### src/rtl/pe_array_feeder.sv
// rtl/pe_array_feeder.sv - weight preload and diagonally skewed activation feeder for the systolic PE array
module pe_array_feeder #(
  parameter int ROWS = 4,
  parameter int COLS = 4,
  parameter int DW   = 8
) (
  input  logic               clock,
  input  logic               resetn,
  input  logic               start,
  input  logic               w_valid,
  input  logic [COLS*DW-1:0] w_data,
  output logic               w_ready,
  input  logic               a_valid,
  input  logic [ROWS*DW-1:0] a_data,
  input  logic               a_last,
  output logic               a_ready,
  output logic [COLS*DW-1:0] pe_win,
  output logic               pe_wwrite,
  output logic [ROWS*DW-1:0] pe_datain,
  output logic [ROWS-1:0]    pe_active,
  output logic               busy,
  output logic               done
);
  localparam int CW = $clog2(ROWS) + 1;
  localparam logic [1:0] IDLE   = 2'd0;
  localparam logic [1:0] LOAD_W = 2'd1;
  localparam logic [1:0] STREAM = 2'd2;
  localparam logic [1:0] DRAIN  = 2'd3;
  localparam logic [CW-1:0] LAST_CNT = CW'(ROWS - 1);

  logic [1:0]         state_q, state_d;
  logic [CW-1:0]      cnt_q, cnt_d;
  logic               done_q, done_d;
  logic [COLS*DW-1:0] win_q, win_d;
  logic               wwrite_q, wwrite_d;
  logic               w_hs, a_hs;

  assign w_ready = (state_q == LOAD_W);
  assign a_ready = (state_q == STREAM);
  assign w_hs    = w_valid & w_ready;
  assign a_hs    = a_valid & a_ready;

  always_comb begin
    state_d  = state_q;
    cnt_d    = cnt_q;
    done_d   = 1'b0;
    win_d    = w_hs ? w_data : win_q;
    wwrite_d = w_hs;
    case (state_q)
      // A start overlapping the done pulse only counts if it is still held a cycle later.
      IDLE: if (start && !done_q) begin
        state_d = LOAD_W;
        cnt_d   = '0;
      end
      LOAD_W: if (w_hs) begin
        cnt_d = cnt_q + CW'(1);
        if (cnt_q == LAST_CNT) begin
          state_d = STREAM;
          cnt_d   = '0;
        end
      end
      STREAM: if (a_hs && a_last) begin
        state_d = DRAIN;
        cnt_d   = '0;
      end
      DRAIN: begin
        cnt_d = cnt_q + CW'(1);
        if (cnt_q == LAST_CNT) begin
          state_d = IDLE;
          cnt_d   = '0;
          done_d  = 1'b1;
        end
      end
      default: state_d = IDLE;
    endcase
  end

  always_ff @(posedge clock or negedge resetn) begin
    if (!resetn) begin
      state_q  <= IDLE;
      cnt_q    <= '0;
      done_q   <= 1'b0;
      win_q    <= '0;
      wwrite_q <= 1'b0;
    end else begin
      state_q  <= state_d;
      cnt_q    <= cnt_d;
      done_q   <= done_d;
      win_q    <= win_d;
      wwrite_q <= wwrite_d;
    end
  end

  // Row r is a free-running r+1 stage delay line; non-handshake cycles inject zero/inactive bubbles.
  for (genvar r = 0; r < ROWS; r++) begin : g_row
    logic [DW-1:0] d_q [0:r];
    logic [r:0]    v_q;

    always_ff @(posedge clock or negedge resetn) begin
      if (!resetn) begin
        for (int s = 0; s <= r; s++) d_q[s] <= '0;
        v_q <= '0;
      end else begin
        d_q[0] <= a_hs ? a_data[r*DW +: DW] : '0;
        v_q[0] <= a_hs;
        for (int s = 1; s <= r; s++) begin
          d_q[s] <= d_q[s-1];
          v_q[s] <= v_q[s-1];
        end
      end
    end

    assign pe_datain[r*DW +: DW] = d_q[r];
    assign pe_active[r]          = v_q[r];
  end

  assign pe_win    = win_q;
  assign pe_wwrite = wwrite_q;
  assign done      = done_q;
  assign busy      = (state_q != IDLE);
endmodule

### config.mk
export PLATFORM = sky130hd
export DESIGN_NAME = pe_array_feeder
export DESIGN_NICKNAME = d
export VERILOG_FILES = /design/src/rtl/pe_array_feeder.sv
export SDC_FILE = /design/constraint.sdc
export NUM_CORES = 1
export LEC_CHECK = 0
export ABC_AREA = 1
export CELL_PAD_IN_SITES_DETAIL_PLACEMENT = 1
export CELL_PAD_IN_SITES_GLOBAL_PLACEMENT = 1
export CORE_MARGIN = 4
export CORE_UTILIZATION = 34
export DETAILED_ROUTE_END_ITERATION = 16
export PLACE_DENSITY = 0.88
export SYNTH_ARGS = -nofsm -noshare
export SYNTH_HDL_FRONTEND = slang
export SYNTH_SLANG_ARGS = --single-unit
### constraint.sdc
create_clock -name clock -period 1.8 [get_ports clock]
set_clock_uncertainty 0.1 [all_clocks]
set_input_delay 0.36 -clock clock [delete_from_list [all_inputs] [get_ports clock]]
set_output_delay 0.36 -clock clock [all_outputs]
set_load 0.05 [all_outputs]
==> results.txt <==
- Status: finished clean
- The tool flagged a number of max-cap violations equal to 0.
- The via count of the first global-routing pass came to 3179.
- Post-synth cell types: 18
- Compared with the post-synthesis result, the final layout area differs by 47.4%.
- Total non-filler cell area in the finished layout: slightly above 0.006 mm²
- Fin. Hold Viols: 0
* Library cell occupying the most area in the post-synthesis netlist: sky130_fd_sc_hd__dfrtp_1
* Cell types with the largest area share after synthesis: sky130_fd_sc_hd__dfrtp_1, sky130_fd_sc_hd__nand2_1, sky130_fd_sc_hd__buf_4, sky130_fd_sc_hd__inv_1, sky130_fd_sc_hd__nor2_1
- The first global-routing pass estimated 15.9 mm of wire.
- Largest net degree at the start of global routing: 57
- Number of rows created at floorplan: 40
- For this run, the total global-route usage over all layers was measured as 14.2%.
- Area inside the core boundary: between 0.01 and 0.015 mm²
* Initial antenna violation count: 0
- Clock tree root buffer cell: sky130_fd_sc_hd__clkbuf_16
* Delay-heaviest family, CP: flip-flops
- Die outline area: 0.0142 mm²
- The worst setup path is captured at an output port.
- Clock tree from TritonCTS: done
- The worst setup path is launched from a register.
- Type of the worst setup path: register to output port
* Routed wirelength normalized by instance count: 14.3 µm
* Number of nets still failing antenna checks after routing: 0
* TritonCTS sink count: 123
* Starting density of the core: 34.7%
- Counting flops with a built-in enable in the synthesized netlist gives 0.
- Worst slew slack as a fraction of its limit: 72.4%
- The longest clock path from root to sink contains 2 buffers.
- Clock-pin slew was measured on the worst setup and hold paths at approximately 60 ps.
- Static timing analysis puts the maximum clock frequency at roughly 570 MHz.
- Setup violations remaining at the end of the flow were counted as 0.
- Placed inst area: 0.00549 mm²
* Worst EP arrival: approximately 1300 ps
* Number of fill cells in the layout: 1261
- Width of the die: roughly 120 µm
* Final nets: 574
* Dpl cells: 645
- Path category of the worst min-delay check: register to register
* Final number of max-transition violations: 0
- The clock reaches the later pin of the worst-skew pair after 400 ps.
* DRC violations left: 0
* Nets in the synthesized netlist: 440
* First drt pass iteration count: 4
* Vertical die dimension: roughly 120 µm
* Area taken by multi-input logic gates: 734 µm²
- Buffers inserted during clock tree synthesis total 17.
* Count of buffer and inverter cells on the critical path: 2
- Overall routed net length: 9.69 mm
* Cell Pwr Density: 1830 mW/mm²
* Routed via count divided by cell count: 4.10
* Post-synth design cell area: 0.00419 mm²
- First DRT Iteration DRCs: roughly 170
- Synthesized instance count: 365
- In this run, synthesis produced a sequential element count of around 120.
* DP HPWL: 7.10 mm
- Maximum ir drop on the vdd rail: roughly 0.0008 V
- The sequential cells in the finished layout cover a total of 0.00308 mm².
* Leakage power: approximately 3.3 nW
* Overflow left after global routing: 0
- For the pin with the worst max-slew slack, the measured transition is between 400 and 500 ps.
* Yosys Warn Count: 0
* Share of cells above drive strength 1: 24.8%
- The repair_antennas step left the layout with diodes totalling 0.
* Cells along the critical path: buf_6 > ha_4 > buf_12
- Ratio of final minimum period to clock period: 97.9%
- Averaged over all synthesized cells, the footprint is 11.5 µm².
* Final RePlAce weighted congestion: around 0.77
- The most used flip-flop cell after synthesis is sky130_fd_sc_hd__dfrtp_1.
- Delay of the slowest cell on the worst path: 450 ps
* Sequential cell area fraction in the yosys report: 73.5%
* CP Data Required Time: 1340 ps
* Proportion of register bits with asynchronous set or reset after synthesis: 100%
* Critical-path maximum fanout: 4
* Post-layout instance count excluding filler cells: 680
* Io pins: 143
* Final core utilization: 51.2%
* Slowest stage cell on the critical path: sky130_fd_sc_hd__dfrtp_2
- Input and output buffers added on the ports amount to about 140.
* Deepest level of the CTS H-tree: 4
- The final route contains ~2800 vias.
- Min Tclk post-route: 1760 ps
* Pwr Total: 11.3 mW
- Share of the synthesized area in the top cell type: around three quarters
final timing paths:
kind	startpoint	to	slack [ps]	cells past startpoint
worst max-delay path	state_q[0]	w_ready	40	3
worst min-delay path	g_row[3].d_q[10]	pe_datain[26]	240	0
worst max register to register	state_q[0]	pe_win[18]	130	6
worst min register to register	g_row[3].d_q[10]	pe_datain[26]	240	0
max in group asynchronous	resetn	pe_win[18]	630	3
min in group asynchronous	resetn	g_row[2].d_q[9]	340	2
report_power, final:
part	switching [mW]	internal, mW
Combinational	2.78	1.31
Sequential	0.343	3.40
Clock	1.32	2.14
Total	4.45	6.85
synthesized netlist by cell type, types with 2 or more instances:
master / number
sky130_fd_sc_hd__dfrtp_1: 123
sky130_fd_sc_hd__nand2_1: 114
sky130_fd_sc_hd__inv_1: 42
sky130_fd_sc_hd__nor2_1: 34
sky130_fd_sc_hd__buf_4: 25
sky130_fd_sc_hd__buf_2: 6
sky130_fd_sc_hd__ha_1: 5
sky130_fd_sc_hd__buf_6: 3
sky130_fd_sc_hd__nand3_1: 3
sky130_fd_sc_hd__a21oi_1: 2
timing repair:
| item | CTS | global route |
|---|---|---|
| hold buffers | 1 | 0 |
| pin swaps | 0 | 1 |
| resized for setup | 1 | 13 |
| endpoints found under the hold margin | 29 | 0 |
| setup endpoints to repair | 3 | 35 |
| setup buffers | 1 | 1 |
layout make-up:
class,count,share of cell area [%]
Sequential cell,123,49.9
Timing Repair Buffer,149,22.2
Multi-Input combinational cell,165,11.9
Clock buffer,18,7.11
Tap cell,168,3.40
Clock inverter,14,2.84
Inverter,43,2.73
registers in the layout, indices dropped and copies added, names as in the netlist:
register and count:
g_row.d_q 56, pe_win 32, pe_datain 24, g_row.v_q 4, cnt_q 3, state_q 2
done 1, pe_wwrite 1
layout by cell type (no fill, tap or decap):
cell,instances
sky130_fd_sc_hd__a21oi_1,2
sky130_fd_sc_hd__buf_12,6
sky130_fd_sc_hd__buf_4,73
sky130_fd_sc_hd__buf_6,1
sky130_fd_sc_hd__bufinv_16,2
sky130_fd_sc_hd__clkbuf_16,17
sky130_fd_sc_hd__clkbuf_8,1
sky130_fd_sc_hd__clkdlybuf4s50_1,68
sky130_fd_sc_hd__clkinv_4,4
sky130_fd_sc_hd__dfrtp_1,121
sky130_fd_sc_hd__dfrtp_2,2
sky130_fd_sc_hd__dlygate4sd3_1,1
sky130_fd_sc_hd__ha_1,2
sky130_fd_sc_hd__ha_4,3
sky130_fd_sc_hd__inv_1,39
sky130_fd_sc_hd__inv_2,1
sky130_fd_sc_hd__inv_4,3
sky130_fd_sc_hd__inv_6,4
sky130_fd_sc_hd__inv_8,4
sky130_fd_sc_hd__nand2_1,114
sky130_fd_sc_hd__nand2_2,1
sky130_fd_sc_hd__nand2_4,1
sky130_fd_sc_hd__nand3_1,3
sky130_fd_sc_hd__nand3_2,1
sky130_fd_sc_hd__nor2_1,34
sky130_fd_sc_hd__nor2_2,1
sky130_fd_sc_hd__o21ai_1,1
sky130_fd_sc_hd__or2_2,1
sky130_fd_sc_hd__or2_4,1
cell families after synthesis:
kind of cell	share of synthesized area, %
adders and majority gates	1.49
DFF	73.5
buffers and inverters	9.91
and+or+nand+nor	14.8
AOI/OAI and AO/OA	0.358
metrics by stage:
step	hold WS (ps)	setup TNS (ps)	setup WS, ps
after CTS	245	-104	-37.3
after global placement	213	0	121
after floorplan	-35.6	0	105
after global routing	252	-15.7	-8.41
after detailed placement	230	0	22.9
final	240	0	38.6
per-layer routing:
layer / vias to the layer above / global-route usage (%) / part of all wire (%)
li1: 1311 / - / -
met1: 1375 / 15.1 / 37
met2: 91 / 25.7 / 54
met3: 10 / 5.51 / 6.9
met5: - / 0 / 0
met4: 0 / 4.63 / 1.2
Note: power is estimated with default switching activity, not from simulation.
